**config.mk**
```make
export PLATFORM = sky130hd
export DESIGN_NAME = icache_sa
export DESIGN_NICKNAME = d
export VERILOG_FILES = /design/src/rtl/icache_sa.sv
export SDC_FILE = /design/constraint.sdc
export NUM_CORES = 2
export LEC_CHECK = 0
export CORE_MARGIN = 1
export CORE_UTILIZATION = 30
export CTS_BUF_LIST = sky130_fd_sc_hd__clkbuf_4
export CTS_CLUSTER_SIZE = 12
export DETAILED_ROUTE_END_ITERATION = 12
export SETUP_SLACK_MARGIN = 0.02
export SYNTH_ARGS = -nofsm -noshare
export SYNTH_HDL_FRONTEND = slang
export SYNTH_SLANG_ARGS = --single-unit
```
**constraint.sdc**
```tcl
create_clock -name CLK -period 30.8 [get_ports CLK]
set_clock_uncertainty 0.2 [all_clocks]
set_input_delay 3.08 -clock CLK [delete_from_list [all_inputs] [get_ports CLK]]
set_output_delay 3.08 -clock CLK [all_outputs]
set_load 0.02 [all_outputs]
```
**src/rtl/icache_sa.sv**
```systemverilog
// Set-associative instruction cache: combinational lookup, single-beat line refill,
// age-based LRU replacement and saturating hit/miss performance counters.
module icache_sa #(
  parameter int WAYS  = 2,
  parameter int SETS  = 4,
  parameter int WORDS = 8
) (
  input  logic                  CLK,
  input  logic                  RESET,
  input  logic                  req,
  input  logic [31:0]           pc,
  input  logic                  flush,
  output logic [31:0]           instr,
  output logic                  hit,
  output logic                  stall,
  output logic                  mem_req,
  output logic [31:0]           mem_addr,
  input  logic                  mem_ack,
  input  logic [32*WORDS-1:0]   mem_line,
  output logic [31:0]           hit_cnt,
  output logic [31:0]           miss_cnt
);

  localparam int OFF = $clog2(WORDS) + 2;
  localparam int IW  = $clog2(SETS);
  localparam int TW  = 32 - OFF - IW;
  localparam int WSW = $clog2(WORDS);
  localparam int VW  = (WAYS > 1) ? $clog2(WAYS) : 1;
  localparam int AW  = VW;
  localparam logic [31:0] NOP = 32'h0000_0013;

  typedef enum logic {IDLE, REFILL} state_t;

  state_t state_q, state_d;
  logic [31:0] mem_addr_q;
  logic [31:0] hit_cnt_q, miss_cnt_q;

  logic [WAYS-1:0]      valid_q [SETS];
  logic [TW-1:0]        tag_q   [WAYS][SETS];
  logic [32*WORDS-1:0]  line_q  [WAYS][SETS];

  logic [IW-1:0]  idx, r_idx, acc_set;
  logic [TW-1:0]  tag, r_tag;
  logic [WSW-1:0] wsel;
  logic [WAYS-1:0] match;
  logic [VW-1:0]  hit_way, victim, lru_way, acc_way;
  logic           one_match, multi_match, found;
  logic           fill, miss_start, acc_en;

  assign idx   = pc[OFF+IW-1:OFF];
  assign tag   = pc[31:OFF+IW];
  assign wsel  = pc[OFF-1:2];
  // The line being refilled is identified solely by the registered refill address.
  assign r_idx = mem_addr_q[OFF+IW-1:OFF];
  assign r_tag = mem_addr_q[31:OFF+IW];

  genvar gi;
  generate
    for (gi = 0; gi < WAYS; gi++) begin : g_match
      assign match[gi] = valid_q[idx][gi] && (tag_q[gi][idx] == tag);
    end
  endgenerate

  always_comb begin
    one_match   = 1'b0;
    multi_match = 1'b0;
    hit_way     = '0;
    for (int w = 0; w < WAYS; w++) begin
      if (match[w]) begin
        if (one_match) multi_match = 1'b1;
        one_match = 1'b1;
        hit_way   = VW'(w);
      end
    end
  end

  assign hit      = req && (state_q == IDLE) && !flush && one_match && !multi_match;
  assign instr    = hit ? line_q[hit_way][idx][{wsel, 5'd0} +: 32] : NOP;
  assign stall    = (req && !hit) || (state_q == REFILL);
  assign mem_req  = (state_q == REFILL);
  assign mem_addr = mem_addr_q;
  assign hit_cnt  = hit_cnt_q;
  assign miss_cnt = miss_cnt_q;

  // Lowest invalid way wins; LRU is consulted only when the set is full.
  always_comb begin
    victim = lru_way;
    found  = 1'b0;
    for (int w = 0; w < WAYS; w++) begin
      if (!found && !valid_q[r_idx][w]) begin
        victim = VW'(w);
        found  = 1'b1;
      end
    end
  end

  always_comb begin
    state_d    = state_q;
    fill       = 1'b0;
    miss_start = 1'b0;
    case (state_q)
      IDLE: begin
        if (req && !flush && !hit) begin
          state_d    = REFILL;
          miss_start = 1'b1;
        end
      end
      REFILL: begin
        if (flush) begin
          state_d = IDLE;
        end else if (mem_ack) begin
          state_d = IDLE;
          fill    = 1'b1;
        end
      end
      default: state_d = IDLE;
    endcase
  end

  assign acc_en  = hit || fill;
  assign acc_set = fill ? r_idx : idx;
  assign acc_way = fill ? victim : hit_way;

  always_ff @(posedge CLK or posedge RESET) begin
    if (RESET) state_q <= IDLE;
    else       state_q <= state_d;
  end

  always_ff @(posedge CLK or posedge RESET) begin
    if (RESET) begin
      mem_addr_q <= '0;
      hit_cnt_q  <= '0;
      miss_cnt_q <= '0;
      for (int s = 0; s < SETS; s++) valid_q[s] <= '0;
    end else begin
      if (miss_start) mem_addr_q <= {pc[31:OFF], {OFF{1'b0}}};
      if (hit && (hit_cnt_q != 32'hFFFF_FFFF)) hit_cnt_q <= hit_cnt_q + 32'd1;
      if (miss_start && (miss_cnt_q != 32'hFFFF_FFFF)) miss_cnt_q <= miss_cnt_q + 32'd1;
      if (flush) begin
        for (int s = 0; s < SETS; s++) valid_q[s] <= '0;
      end else if (fill) begin
        valid_q[r_idx][victim] <= 1'b1;
      end
    end
  end

  // Tag and data arrays carry no reset; the valid bits alone qualify them.
  always_ff @(posedge CLK) begin
    if (fill) begin
      tag_q[victim][r_idx]  <= r_tag;
      line_q[victim][r_idx] <= mem_line;
    end
  end

  generate
    if (WAYS > 1) begin : g_lru
      logic [AW-1:0] age_q [SETS][WAYS];
      logic [AW-1:0] old_age;

      always_comb begin
        lru_way = '0;
        for (int w = 0; w < WAYS; w++) begin
          if (age_q[r_idx][w] == AW'(WAYS - 1)) lru_way = VW'(w);
        end
        old_age = age_q[acc_set][acc_way];
      end

      // Accessed way becomes youngest; only ways younger than it age by one.
      always_ff @(posedge CLK or posedge RESET) begin
        if (RESET) begin
          for (int s = 0; s < SETS; s++)
            for (int w = 0; w < WAYS; w++)
              age_q[s][w] <= AW'(w);
        end else if (acc_en) begin
          for (int w = 0; w < WAYS; w++) begin
            if (VW'(w) == acc_way)
              age_q[acc_set][w] <= '0;
            else if (age_q[acc_set][w] < old_age)
              age_q[acc_set][w] <= age_q[acc_set][w] + 1'b1;
          end
        end
      end
    end else begin : g_no_lru
      assign lru_way = '0;
    end
  endgenerate

endmodule
```
# Word level (Yosys, flattened, before mapping)
# Memory sizes are Yosys's and may differ from the RTL's.
# Index checks and enable logic that the tools add are counted.
dict set report totals {
  ff_bits 108
  inputBits 293
  out_inout_bits 131
  mem_count 2
  wordCells 136
  mem_bits_rw 2248
}
# memory words word_bits read_ports rd_clocked_by_memory_dff wr line_no
set mem_list {}
lappend mem_list {line_q 2 1024 1 0 1 40} ;# logic [32*WORDS-1:0] line_q [WAYS][SETS];
lappend mem_list {tag_q 2 100 2 0 1 39} ;# logic [TW-1:0] tag_q [WAYS][SETS];
dict set report classes {
  n_reduce_logical 22
  n_eq_ne 4
  bitwise 10
  n_addsub 4
  shifts 1
  magnitude_cmp 10
  n_mux 67
}
# op n
set ops {}
lappend ops {{1024-bit two-way mux} 1}
lappend ops {{256-bit two-way mux} 3}
lappend ops {{256-bit binary-select mux with 2-bit select} 1}
lappend ops {{256-bit demux with 2-bit select} 1}
lappend ops {{256-bit by 9-bit indexed part select with 32-bit output} 1}
lappend ops {{25-bit two-way mux} 5}
lappend ops {{25-bit binary-select mux with 2-bit select} 2}
lappend ops {{100-bit two-way mux} 1}
lappend ops {{32-bit by 1-bit adder with 32-bit output, second input constant} 2}
lappend ops {{32-bit inequality test, second input constant} 2}
lappend ops {{8-bit two-way mux} 7}
lappend ops {{25-bit demux with 2-bit select} 1}
lappend ops {{25-bit == test} 2}
lappend ops {{32-bit two-way mux} 1}
lappend ops {{1-bit two-way mux} 24}
lappend ops {{2-bit two-way mux} 9}
lappend ops {{8-bit bitwise AND} 2}
lappend ops {{2-bit binary-select mux with 2-bit select} 4}
lappend ops {{8-bit bitwise mux} 2}
lappend ops {{8-bit inverter} 2}
lappend ops {{1-bit logical AND} 15}
lappend ops {{2-bit demux with 2-bit select} 3}
lappend ops {{3-bit >= comparator, second input constant} 3}
lappend ops {{2-bit inverter with 3-bit output} 3}
lappend ops {{14 further kinds} 21}

# Depth between registers and ports, before layout
dict set report logic_depth {
  word_depth 19
  ltp_mapped 17
  ltp_nobuf 10
}

# Worst setup path after synthesis
# No wires, ideal clock.
dict set report synth_timing {
  path_kind {input to register}
  startpoint {input flush}
  endpoint {memory line_q[1][1000] in the netlist's numbering, enable pin}
  path_buffers 2
  stages 6
  required_ps 29331
  arrival_ps 22955
  path_slack_ps 6376
  path_cell_list {inv_1 -> nand3_1 -> clkbuf_1 -> or2_2 -> clkbuf_1 -> nor3_1}
}
dict set report synth_between {
  elab_chain_cells 4
}
# item line_no
set synth_lines {}
lappend synth_lines {{start, declared} 12} ;# input logic flush,
lappend synth_lines {{1-bit two-way mux} 109} ;# if (flush) begin
lappend synth_lines {{1-bit two-way mux} 101} ;# case (state_q)
lappend synth_lines {{1-bit two-way mux} 149} ;# if (fill) begin
lappend synth_lines {{1024-bit two-way mux (not written as such)} 151} ;# line_q[victim][r_idx] <= mem_line;
lappend synth_lines {{end, declared} 40}
# Every way passes these cells.

# Final worst setup path
dict set report layout_timing {
  startpoint {input pc[5]}
  endpoint {output instr[12]}
}
dict set report layout_between {
  elab_chain_cells 13
}
# item line_no
set layout_lines {}
lappend layout_lines {{start, declared} 11} ;# input logic [31:0] pc,
lappend layout_lines {{2-bit inverter with 3-bit output (not written as such) *} {60, 78}}
lappend layout_lines {{25-bit binary-select mux with 2-bit select} 60} ;# assign match[gi] = valid_q[idx][gi] && (tag_q[gi][idx] == tag);
lappend layout_lines {{25-bit two-way mux (not written as such) (2 in a row)} 60}
lappend layout_lines {{25-bit == test} 60}
lappend layout_lines {{1-bit logical AND} 60}
lappend layout_lines {{1-bit two-way mux} 69} ;# if (match[w]) begin
lappend layout_lines {{memory read 2 x 1024 bit} n/a}
lappend layout_lines {{256-bit binary-select mux with 2-bit select} 78} ;# assign instr = hit ? line_q[hit_way][idx][{wsel, 5'd0} +: 32] : NOP;
lappend layout_lines {{256-bit two-way mux (not written as such) (2 in a row)} 78}
lappend layout_lines {{256-bit by 9-bit indexed part select with 32-bit output} 78}
lappend layout_lines {{32-bit two-way mux *} 78}
lappend layout_lines {{end, declared} 13} ;# output logic [31:0] instr,
# Every way passes the cells marked *; elsewhere a longest branch is shown, timed or not. The select of a mux whose other input is x is not followed.

==> flow_summary.toml <==
[run_status]
status = "completed"

[synth]
synth_top_cell_by_area = "edfxtp_1"
syn_area_sq_um = 90700
synth_seq_cells = 2356
synth_top_flop_cell = "edfxtp_1"
synth_area_per_cell_sq_um = 21.7
synthArstFlopShare = 0.0458
yosysTopAreaCellShare = 0.744
ys_types = 67
ys_seq_area_frac = 0.774
synth_edf_count = 2248
postSynthCellCount = 4179
yosysWarningCount = 0
ys_top_cells_by_area = "edfxtp_1 74%, mux4_2 12%, dfrtp_1 2.9%"

[cells_and_area]
final_util = 0.358
instances_no_fill = 9523
nFillCells = 28083
final_area_sq_um = 108000
syn_to_final_growth_pct = 18.6
fin_nets = 5392
final_common_cell = "edfxtp_1"
drive_gt1_frac = 0.298
layout_common_cells = "2,248 x edfxtp_1, 872 x clkbuf_4, 490 x mux4_2, 413 x clkdlybuf4s50_1, 253 x mux2i_1"
multi_input_area_sq_um = 19500
regArea_sq_um = 70200

[sta]
finalSetupViolations = 0
worstMarginPinSlew_ns = 1.22
max_freq_ghz = 0.0719
drv_slew = 0
timing.final.crit_share = 0.451
setup_slack_ns = 16.90
period_minus_slack_ns = 13.90
relSlewSlack = 0.177
rsz0062_at_grt = "no"
hold_ws_ns = 0.293
final.setup.tns_ns = 0
hold_violations = 0

[cts]
clockRootBuffer = "clkbuf_4"
clkSinkCount = 2356
h-tree-depth = 6
ctsLongestPathBuffers = 4
clock_latency_ns = 1.49
cts_tree = "yes"
holdBufCountCts = 0
post_cts_buffers = 0
path_clk_slew_ns = 0.07
numCtsBuffers = 614
ctsResizeCount = 0

[worst_setup_path]
cp-end-kind = "primary output"
crit_arrival_ns = 10.62
crit_top_cell = "nand4_1"
path_cells = "buf_8 -> buf_4 -> mux4_2 -> xnor2_1 -> nand4_1 -> nor4_2 -> nand3_4 -> xor2_2 -> nand4_1 -> nand2b_2 -> o32ai_1 -> or4_1 -> clkdlybuf4s50_1"
cp-start-kind = "primary input"
cp.buffers_inverters = 3
slowest_delay_ns = 1.05
critPathRequiredTime_ns = 27.52
critPathKind = "in -> out"
critPathSlowestCell = "nand2b_2"
crit_fanout = 36
critPathTopFamily = "simple AND/OR/NAND/NOR gates"

[detailed_routing]
first_pass_iters = 5
vias = 46208
viasPerCell = 4.85
post_drt_wl_per_cell_microns = 24.8
drc = 0
wl_microns = 236000
drtAntennaViolNets = 0
drtIter0Drc = 3475

[flow_run]
maxCapViolCount = 0

[floorplanning]
die_h_microns = 552
die_w_microns = 552
die_area_sq_um = 304000
io_pins = 424
initial_utilization = 0.302
rows = 201
core_sq_um = 300000

[power_and_ir_drop]
powerDensity_nw_per_um2 = 60.9
p_switching_mw = 1.50
peakVddDrop_v = 0.0000438
p_seq_frac = 0.548
p_sw_frac = 0.229
internal_power_mw = 5.05
comb_power_share = 0.045
clkPwrFrac = 0.407
p_leak_nw = 35.8
fin_total_pwr_mw = 6.55

[global_route]
grt_max_degree = 139
grtUsageMet3 = 0.0530
grt_pass1_vias = 48526
grt_pass1_wl_microns = 336000
gr-total-overflow = 0
use_met1 = 0.190
antenna_found_initial = 150
busiest_layer = "met2"
use_met2 = 0.247
grt_usage = 0.153

[placement]
dp.cells = 8439
io_buffers = 416
dp_worst_setup_slack_ns = 16.68
dpl.hpwl_microns = 138000
gp_congestion = 0.752
dpl_cell_area_sq_um = 99700

[worst_hold_path]
hp-class = "reg -> reg"
## worst paths after layout
| check | slack (ns) | cells past startpoint | end | startpoint |
|---|---|---|---|---|
| min reg2reg | 0.29 | 1 | hit_cnt[26] | hit_cnt[26] |
| max reg2reg | 24.79 | 7 | line_q[1][389] | mem_addr[6] |
| min | 0.29 | 1 | hit_cnt[26] | hit_cnt[26] |
| max in group asynchronous | 27.08 | 3 | miss_cnt[2] | RESET |
| max | 16.90 | 13 | instr[12] | pc[5] |
| min in group asynchronous | 1.80 | 2 | mem_addr[18] | RESET |
## cells by family after synthesis
logic type / after synthesis / share of synthesized area
buffers and inverters: 231 / 0.0119
and+or+nand+nor: 333 / 0.0184
adders and majority gates: 2 / 0.000276
AOI/OAI and AO/OA: 319 / 0.0246
xor gates and xnor gates: 117 / 0.0114
other: 1 / 0.0000414
DFF: 2356 / 0.774
muxes: 820 / 0.159
## cells in the mapped netlist (all sizes together), types with 16 or more instances
cell,count
edfxtp,2248
mux4,490
mux2i,253
buf,131
dfrtp,104
nand2,97
a22oi,85
xnor2,81
clkbuf,78
mux2,77
a21oi,73
nor2,63
nand3,52
o22ai,40
xor2,36
nand4,35
inv,22
o32ai,17
or4,16
## power groups by stage
| stage | Combinational [mW] | Clock (mW) | Sequential, mW |
|---|---|---|---|
| 2_1_floorplan | 0.136 | 0 | 3.67 |
| 3_3_place_gp | 0.296 | 0 | 3.65 |
| 3_5_place_dp | 0.302 | 0 | 3.66 |
| 4_1_cts | 0.303 | 2.76 | 3.59 |
| 5_1_grt | 0.319 | 2.92 | 3.59 |
| 6_report | 0.296 | 2.66 | 3.59 |
## registers in the layout, summed over array words and instances, names as in the netlist
| register | flops |
|---|---|
| tag_q | 200 |
| mem_addr | 27 |
| line_q | 2048 |
| miss_cnt | 32 |
| hit_cnt | 32 |
| g_lru.age_q | 8 |
| mem_req | 1 |
| valid_q | 8 |
## per-layer routing
layer | vias to the layer above | routed length, microns | share of wire
met1 | 24056 | 95100 | 0.40
met4 | 110 | 6400 | 0.027
met2 | 1688 | 113000 | 0.48
li1 | 19835 | - | -
met5 | - | 713 | 0.0030
met3 | 519 | 20700 | 0.088
## area by class of cell
type | instances | share of cell area
Timing Repair Buffer | 507 | 0.0460
Sequential cell | 2356 | 0.653
Clock buffer | 872 | 0.0609
Inverter | 22 | 0.000861
Clock inverter | 174 | 0.0106
Tap cell | 3958 | 0.0461
Antenna cell | 38 | 0.000885
Multi-Input combinational cell | 1596 | 0.182
No activity file was read; power rests on OpenSTA's default activity.
